$ cat config.mk
export PLATFORM = sky130hd
export DESIGN_NAME = mem_stage_ctrl
export DESIGN_NICKNAME = d
export VERILOG_FILES = /design/src/rtl/mem_stage_ctrl.sv
export SDC_FILE = /design/constraint.sdc
export NUM_CORES = 1
export LEC_CHECK = 0
export ABC_AREA = 0
export BUFFER_PORTS_ARGS = -buffer_cell sky130_fd_sc_hd__buf_2
export CAP_MARGIN = 40
export CORE_MARGIN = 5
export CORE_UTILIZATION = 43
export CTS_CLUSTER_DIAMETER = 100
export DETAILED_ROUTE_END_ITERATION = 10
export GPL_TIMING_DRIVEN = 0
export PLACE_DENSITY = 0.76
export SETUP_SLACK_MARGIN = 0.05
export SLEW_MARGIN = 30
export SYNTH_ARGS = -nofsm -noshare
export SYNTH_HDL_FRONTEND = slang
export SYNTH_SLANG_ARGS = --single-unit
export TNS_END_PERCENT = 30
$ cat constraint.sdc
create_clock -name clk -period 1.5 [get_ports clk]
set_input_delay 0.3 -clock clk [delete_from_list [all_inputs] [get_ports clk]]
set_output_delay 0.3 -clock clk [all_outputs]
set_load 0.02 [all_outputs]
$ cat src/rtl/mem_stage_ctrl.sv
// MEM pipeline stage valid/allowin controller with a single-outstanding
// SRAM-like data-memory handshake (req/addr_ok/data_ok), load-data
// buffering while WB is stalled, and flush draining of in-flight responses.
module mem_stage_ctrl #(
    parameter int DW = 32
) (
    input  logic          clk,
    input  logic          resetn,
    input  logic          exe_to_mem_valid,
    output logic          mem_allowin,
    output logic          mem_valid,
    input  logic          wb_allowin,
    output logic          mem_to_wb_valid,
    input  logic          mem_access,
    input  logic          mem_store,
    input  logic          mem_ex,
    input  logic          flush,
    output logic          dmem_req,
    output logic          dmem_wr,
    input  logic          dmem_addr_ok,
    input  logic          dmem_data_ok,
    input  logic [DW-1:0] dmem_rdata,
    output logic [DW-1:0] load_data,
    output logic          load_data_valid
);

    // IDLE : no transaction outstanding, a request may be issued
    // WAIT : request accepted, waiting for data_ok
    // DONE : response captured in r_rdata_buf, WB not yet accepting
    // DRAIN: instruction flushed while a response is still in flight
    typedef enum logic [1:0] {
        S_IDLE  = 2'd0,
        S_WAIT  = 2'd1,
        S_DONE  = 2'd2,
        S_DRAIN = 2'd3
    } state_t;

    state_t          r_state;
    logic            r_mem_valid;
    logic [DW-1:0]   r_rdata_buf;

    logic            w_in_idle;
    logic            w_in_wait;
    logic            w_in_done;
    logic            w_in_drain;
    logic            w_resp_now;
    logic            w_req;
    logic            w_ready_go;
    logic            w_to_wb;
    logic            w_allowin;

    assign w_in_idle  = (r_state == S_IDLE);
    assign w_in_wait  = (r_state == S_WAIT);
    assign w_in_done  = (r_state == S_DONE);
    assign w_in_drain = (r_state == S_DRAIN);

    // Response arriving for the live instruction this cycle.
    assign w_resp_now = w_in_wait & dmem_data_ok;

    // A request only leaves from IDLE; a same-cycle flush suppresses it so
    // the memory never sees a transaction for a killed instruction.
    assign w_req = w_in_idle & r_mem_valid & mem_access & ~mem_ex & ~flush;

    // Non-memory and excepting instructions finish immediately; memory
    // instructions finish when the response is present or buffered.
    assign w_ready_go = mem_ex | ~mem_access | w_in_done | w_resp_now;

    assign w_to_wb = r_mem_valid & w_ready_go & ~flush;

    // DRAIN blocks entry so the stale response cannot be mistaken for the
    // next instruction's response.
    assign w_allowin = ~w_in_drain & (~r_mem_valid | (w_ready_go & wb_allowin));

    assign mem_allowin     = w_allowin;
    assign mem_valid       = r_mem_valid;
    assign mem_to_wb_valid = w_to_wb;
    assign dmem_req        = w_req;
    assign dmem_wr         = w_req & mem_store;
    assign load_data_valid = w_to_wb & mem_access & ~mem_store & ~mem_ex;

    // Select live response data, the buffered response, or zero.
    always_comb begin
        load_data = '0;
        if (w_resp_now) begin
            load_data = dmem_rdata;
        end else if (w_in_done) begin
            load_data = r_rdata_buf;
        end
    end

    // Occupancy of the MEM stage: flush kills, allowin loads, else hold.
    always_ff @(posedge clk or negedge resetn) begin
        if (!resetn) begin
            r_mem_valid <= 1'b0;
        end else if (flush) begin
            r_mem_valid <= 1'b0;
        end else if (w_allowin) begin
            r_mem_valid <= exe_to_mem_valid;
        end
    end

    // Memory handshake sequencer and response capture buffer.
    always_ff @(posedge clk or negedge resetn) begin
        if (!resetn) begin
            r_state     <= S_IDLE;
            r_rdata_buf <= '0;
        end else begin
            unique case (r_state)
                S_IDLE: begin
                    if (w_req && dmem_addr_ok) begin
                        r_state <= S_WAIT;
                    end
                end
                S_WAIT: begin
                    if (flush && !dmem_data_ok) begin
                        r_state <= S_DRAIN;
                    end else if (flush && dmem_data_ok) begin
                        r_state <= S_IDLE;
                    end else if (dmem_data_ok && wb_allowin) begin
                        r_state <= S_IDLE;
                    end else if (dmem_data_ok) begin
                        r_state     <= S_DONE;
                        r_rdata_buf <= dmem_rdata;
                    end
                end
                S_DONE: begin
                    if (flush || wb_allowin) begin
                        r_state <= S_IDLE;
                    end
                end
                S_DRAIN: begin
                    if (dmem_data_ok) begin
                        r_state <= S_IDLE;
                    end
                end
                default: r_state <= S_IDLE;
            endcase
        end
    end

endmodule

* Word-level counts from Yosys, hierarchy flattened *
Index checks and enable logic that the tools add are counted.

operators by class
  eq/ne operators = 7
  muxes and demuxes = 12
  bitwise gates (word level) = 26
  reductions and logical operators = 10

operators by type and width
  operator              number
  $mux W32              2
  $mux W2               7
  $and A1 B1 Y1         13
  $not A1 Y1            9
  $pmux W2 S4           1
  $ne A5 B2 Y1 const B  1
  $reduce_and A5 Y1     1
  $eq A2 B2 Y1 const B  2
  $logic_and A1 B1 Y1   4
  $ne A2 B1 Y1 const B  2
  $or A1 B1 Y1          4
  $reduce_and A4 Y1     1
  $eq A2 B1 Y1 const B  1
  $logic_not A2 Y1      1
  $mux W1               2
  $ne A2 B2 Y1 const B  1
  $reduce_bool A2 Y1    1
  $logic_not A1 Y1      1
  $logic_or A1 B1 Y1    1

word-level totals
  register bits after elaboration = 35
  output and inout port bits = 38
  logic and storage cells = 58

* Logic depth before layout (Yosys ltp) *
Gate-level depths: netlist of the first run.

  depth in word-level cells = 9
  depth in mapped cells = 6

* Least setup slack after synthesis of the first run *
Ideal clock, no wire load.

  path type = reg2out
  start point = register r_mem_valid, in the netlist mem_valid
  end point = output port dmem_wr
  data arrival time = 1525 ps
  required time = 1200 ps
  slack = -325 ps
  stages on the path, launching flop included = 4
  cell sequence = dfrtp_1 nand4bb_1 nor3_1 and2_1

on the way
  word-level cells in the longest chain between the ends = 5

ends and longest elaborated chain
  what                         line  source
  start, declared              39    logic r_mem_valid;
  start signal, assigned       98    r_mem_valid <= exe_to_mem_valid;
  $and A1 B1 Y1 (4 in series)  62    assign w_req = w_in_idle & r_mem_valid & mem_access & ~mem_ex & ~flush;
  named net dmem_req           18    output logic dmem_req,
  $and A1 B1 Y1                78    assign dmem_wr = w_req & mem_store;
  end, declared                19    output logic dmem_wr,

The timed path passes the listed nets, and every way through them passes these cells.

* Worst setup path after layout of the first run *
  start point = register r_state[0]
  end point = output port load_data[10]

on the way
  word-level cells in the longest chain between the ends = 3
  elaborated cells on any way between the ends = 5
  those cells by class = 2 x eq/ne; 2 x mux; 1 x bitwise

ends and longest elaborated chain
  what                                          line    source
  start, declared                               38      state_t r_state;
  start signal, assigned                        105     r_state <= S_IDLE;
  start signal, assigned                        111     r_state <= S_WAIT;
  start signal, assigned                        116     r_state <= S_DRAIN;
  $eq A2 B2 Y1 or $eq A2 B1 Y1 (tied branches)  54, 53
  $mux W32 or $and A1 B1 Y1 (tied branches)     86, 58
  $mux W32 *                                    84      if (w_resp_now) begin
  end, declared                                 23      output logic [DW-1:0] load_data,

Mark *: on every way between the ends. The rest lies on a longest branch, timed or not.

==> results of run 1 <==
[per-layer routing]
layer / vias to the layer above / GRT usage [%]
met5: - / 0
met4: 0 / 3.67
met3: 5 / 5.62
met2: 45 / 27.7
met1: 742 / 23.2
li1: 723 / -
[timing repair]
action | in CTS | in global routing
setup endpoints to repair | 67 | 69
hold buffers | 0 | 1
pin swaps | 1 | 2
buffers inserted | 1 | 0
resized for setup | 37 | 13
gates cloned | 0 | 0
hold endpoints to repair | 0 | 7
[sequential cells by signal (all words and copies together) (netlist names)]
| register | flops |
|---|---|
| mem_valid | 1 |
| r_rdata_buf | 32 |
| r_state | 2 |
[layout make-up]
| class | instances | area (um^2) | area share [%] |
|---|---|---|---|
| Multi-Input combinational cell | 95 | 1280 | 41.6 |
| Sequential cell | 35 | 877 | 28.6 |
| Clock buffer | 6 | 72.6 | 2.37 |
| Timing Repair Buffer | 82 | 561 | 18.3 |
| Buffer | 13 | 200 | 6.53 |
| Tap cell | 52 | 65.1 | 2.12 |
| Clock inverter | 2 | 12.5 | 0.408 |
[worst max path at each step]
stage,from,to,slack [ps]
after floorplan,r_state[0],load_data[0],5
after global placement,r_state[0],load_data[10],-160
after detailed placement,r_state[1],load_data[21],-160
after CTS,r_state[0],load_data[30],-480
after global routing,r_state[0],load_data[8],-520
final,r_state[0],load_data[10],-460
[cell families after synthesis]
family                 count (synthesis)  share of synthesized area [%]
AO/OA/AOI/OAI                         39                           16.9
buffers and inverters                 13                           4.65
multiplexers                          32                           24.7
AND/OR/NAND/NOR                       24                           7.92
flip-flops                            35                           45.8
[metrics by stage]
stage                     cells  TNS, ps
final                       285   -20400
after global routing        285   -24360
after CTS                   283   -21310
after detailed placement    274    -6820
after global placement      274    -6370
after floorplan             143        0
[cell usage after synthesis, drive strengths merged]
cell type  count
a21o           1
a22o          32
a22oi          1
and2           2
and3           1
and3b          1
buf           10
clkbuf         3
dfrtp         35
mux2          32
nand2          2
nand2b         1
nand4bb        1
nor2           4
nor2b          4
nor3           4
nor3b          3
nor4b          1
o21ai          4
o31ai          1
[power breakdown]
group | switching, mW | internal, mW
Clock | 0.353 | 0.324
Sequential | 0.0711 | 1.03
Combinational | 0.144 | 0.213
==> impl_metrics.tcl, run 1 <==
set metrics [dict create \
    most-common-layout-cells "buf_2, dfrtp_1, a22o_4, mux2_4, buf_4" \
    fin_crit_sh_pct 131 \
    pre_cts_slack_ps -164 \
    yosysUniqueCellTypes 24 \
    ys_warn_count 0 \
    top_layer "met4" \
    drt_iter0_markers 53 \
    final_common_cell "buf_2" \
    finish.utilization_pct 70.9 \
    finalPower_mw 2.14 \
    power.density_nw_per_um2 697 \
    period_needed_ps 1960 \
    cts.path.max_buffers 2 \
    peakVddDrop_mv 0.442 \
    worstHoldPathType "input port to register" \
    grt_max_degree 36 \
    status "finished, violations left" \
    hold_viol 0 \
    ctsRootBufferMaster "clkbuf_8" \
    crit_chain "buf_6, and3b_1, buf_6, buf_8, a22o_4, buf_4" \
    crit_buf_inv 4 \
    worstMarginPinSlew_ps 223 \
    worstPathArrival_ps 1660 \
    place.gp.congestion 0.754 \
    syn_area_um2 1910 \
    placementRows 24 \
    port_buffers 79 \
    max_cap_viol_count 0 \
    grt-ovfl-total 0 \
    finalSetupViolCount 69 \
    synthTopCellsByArea "dfrtp_1, mux2_4, a22o_1" \
    drive_gt1_share_pct 73.8 \
    worstHoldStart "dmem_addr_ok" \
    synthCells 143 \
    worst-r2r-setup-slack_ps -190 \
    whs_ps 213 \
    clk_latency_ps 290 \
    slew_headroom_pct 84.9 \
    final.setup_skew_ps 0.812 \
    grt_setup_unrepaired "true" \
    antenna_cells 0 \
    drc 0 \
    cp_top_family "buffers and inverters" \
    drtAntennaViolNets 0 \
    worst_path_max_delay_cell "dfrtp_1" \
    dieWidth_um 76.7 \
    avgSynthCellArea_um2 13.4 \
    antenna_found_initial 0 \
    avgViaCountPerCell 5.32 \
    clk_pin_slew_ps 70 \
    pin_count 80 \
    clkSinkCount 35 \
    dr.pass1.iters 4 \
    wl_um 4900 \
    hold_end "r_state[0]" \
    dp_hpwl_um 3460 \
    setup.worst_path.class "register to output pin" \
    die_area_um2 5880 \
    synth_nets 185 \
    fmax_mhz 510 \
    wl_per_cell_um 17.2 \
    start_util_pct 44.2 \
    crit_top_cell "buf_6" \
    seq_area_frac_synth_pct 45.8 \
    fillers 318 \
    final_max_slew_viol_count 0 \
    htree_levels 2 \
    cts_made_buffers 5 \
    wl_met2_um 2440 \
    cp_num_cells 6 \
    r2r-end "r_rdata_buf[25]" \
    grt_pass1_wl_um 8220 \
    tritoncts "built" \
    worst-r2r-cell-count 7 \
    synth_top_area_share_pct 45.8 \
    hold_depth 2 \
    dr_wl_met3_um 268 \
    via_count 1515 \
    start_kind "register" \
    core_area_um2 4320 \
    postLayoutCellArea_um2 3060 \
    cpPeakStageDelay_ps 370 \
    area_delta_synth_final_pct 60.3 \
    synth_largest_area_cell "dfrtp_1" \
    worstReg2RegStart "r_state[1]" \
    die_y_um 76.7 \
    grt_pass1_vias 1600 \
    final_nets 274 \
    ys_ff_latch 35 \
    violations "negative setup slack" \
    drt-met1-wl_um 2150 \
    power.leakage_nw 1.70 \
    grt_usage_pct 17.4 \
    endpoint_kind "output pin" \
    cp.required_ps 1200 \
    crit_fanout 10 \
    place_area_um2 2770 \
    worst_slack_ps -461 \
]
Note: power is estimated with default switching activity, not from simulation.
==> inputs of run 2 (changes only) <==
--- a/config.mk
+++ b/config.mk
@@ -14,6 +14,7 @@
 export DETAILED_ROUTE_END_ITERATION = 10
 export GPL_TIMING_DRIVEN = 0
 export PLACE_DENSITY = 0.76
+export RECOVER_POWER = 50
 export SETUP_SLACK_MARGIN = 0.05
 export SLEW_MARGIN = 30
 export SYNTH_ARGS = -nofsm -noshare
==> constraint.sdc (replaced) <==
create_clock -name clk -period 1.5 [get_ports clk]
set_input_delay 0.075 -clock clk [delete_from_list [all_inputs] [get_ports clk]]
set_output_delay 0.075 -clock clk [all_outputs]
set_load 0.02 [all_outputs]
==> run 2 against run 1 <==
The flow still finishes with violations (negative setup slack). Die area did not move. Power is 2.2% lower. Clock skew grew 2.8 ps. Global-route usage is 1.2 points lower. Maximum frequency is 20% higher. Critical path type unchanged.
==> impl_metrics.tcl, run 2 (same netlist as run 1, synthesis figures left out) <==
set metrics [dict create \
    worstMarginPinSlew_ps 689 \
    peakVddDrop_mv 0.593 \
    port_buffers 79 \
    finish.utilization_pct 65.7 \
    r2r-end "r_rdata_buf[21]" \
    worst_slack_ps -137 \
    endpoint "load_data[4]" \
    drt_iter0_markers 43 \
    final_cells 291 \
    start_util_pct 44.2 \
    dieWidth_um 76.7 \
    final_max_slew_viol_count 0 \
    grt_pass1_wl_um 7740 \
    largest-register "r_rdata_buf" \
    ctsRootBufferMaster "clkbuf_8" \
    tritoncts "built" \
    clk_pin_slew_ps 60 \
    fillers 312 \
    final.setup_skew_ps 3.66 \
    pre_cts_slack_ps -127 \
    worstReg2RegStart "r_state[0]" \
    final_nets 281 \
    start_kind "register" \
    avgViaCountPerCell 5.40 \
    placed_cells 274 \
    place.gp.congestion 0.856 \
    worstPathArrival_ps 1560 \
    busiest_layer "met2" \
    max_cap_viol_count 0 \
    status "finished, violations left" \
    power.density_nw_per_um2 735 \
    htree_levels 2 \
    cts_made_buffers 5 \
    dp_hpwl_um 3320 \
    pin_count 80 \
    drtAntennaViolNets 0 \
    wl_um 5040 \
    drive_gt1_share_pct 60.3 \
    area_delta_synth_final_pct 48.7 \
    most-common-layout-cells "buf_2, buf_6, dfrtp_1, a22o_1, mux2_4" \
    clkSinkCount 35 \
    fin_crit_sh_pct 109 \
    largest_reg_flops 32 \
    placementRows 24 \
    dr.pass1.iters 4 \
    cts.path.max_buffers 2 \
    drc 0 \
    cp.required_ps 1420 \
    whs_ps 38.1 \
    finalSetupViolCount 66 \
    fmax_mhz 611 \
    use_met3_pct 4.68 \
    die_area_um2 5880 \
    hold_depth 2 \
    crit_fanout 7 \
    final_common_cell "buf_2" \
    core_area_um2 4320 \
    via_count 1572 \
    antenna_found_initial 0 \
    die_y_um 76.7 \
    setup.worst_path.class "register to output pin" \
    power.leakage_nw 1.55 \
    grt_pass1_vias 1601 \
    violations "negative setup slack" \
    endpoint_kind "output pin" \
    grt_max_degree 36 \
    wl_per_cell_um 17.3 \
    period_needed_ps 1640 \
    use_met1_pct 19.2 \
    clk_latency_ps 280 \
    grt_usage_pct 16.2 \
    worstHoldPathType "input port to register" \
    worst-r2r-cell-count 6 \
    critPathLaunch "r_state[0]" \
    hold_viol 0 \
    slew_headroom_pct 54.0 \
    worst-r2r-setup-slack_ps -60 \
    grt-ovfl-total 0 \
    antenna_cells 0 \
    grt_setup_unrepaired "true" \
    use_met2_pct 27.4 \
]
[run 2: worst min-delay path by stage]
stage                        start              end  slack, ps
finish              dmem_rdata[16]  r_rdata_buf[16]         40
global placement            resetn   r_rdata_buf[2]        190
floorplan                   resetn        mem_valid       -220
CTS                  dmem_rdata[2]   r_rdata_buf[2]         30
detailed placement          resetn   r_rdata_buf[2]        200
global route         dmem_rdata[8]   r_rdata_buf[8]         20
[run 2: power breakdown]
group	switching, mW	internal [mW]	leakage, nW
clock network	0.317	0.360	0.0470
logic	0.129	0.200	1.03
registers	0.0540	1.03	0.477
total	0.499	1.59	1.55
[run 2: area by class of cell]
class	instances	area, um^2	area share (%)
plain buffers	11	136	4.80
clock buffers	6	82.6	2.90
clock inverters	1	5.00	0.176
multi-input cells	95	970	34.1
flip-flops and latches	35	876	30.8
well taps	52	65.1	2.29
repair buffers	91	708	24.9
[run 2: metrics by stage]
step | power [mW] | TNS, ps | cell area (um^2)
2_1_floorplan | 1.27 | 0 | 1920
3_3_place_gp | 1.38 | -4980 | 2380
3_5_place_dp | 1.40 | -4770 | 2380
4_1_cts | 2.11 | -8410 | 2690
5_1_grt | 2.19 | -8530 | 2840
6_report | 2.09 | -5060 | 2840
[run 2: what timing repair did]
action                                 CTS  global route
buffers inserted                         2             3
gates resized for setup                 57            37
pin swaps                               11            20
setup endpoints to repair               66            68
cloned                                   2             2
hold buffers                             2             0
endpoints found under the hold margin   36             0
[run 2: metal layers]
metal / vias up / share of wire [%]
met5: - / 0
met4: 0 / 1.8
met3: 7 / 6.1
met2: 64 / 51
met1: 768 / 41
li1: 733 / -
[run 2: worst max-delay path: stages, from the launching register on]
cell     delay, ps
dfrtp_1        410
and3b_1        200
buf_6          150
buf_6          130
a22o_1         230
buf_4          160
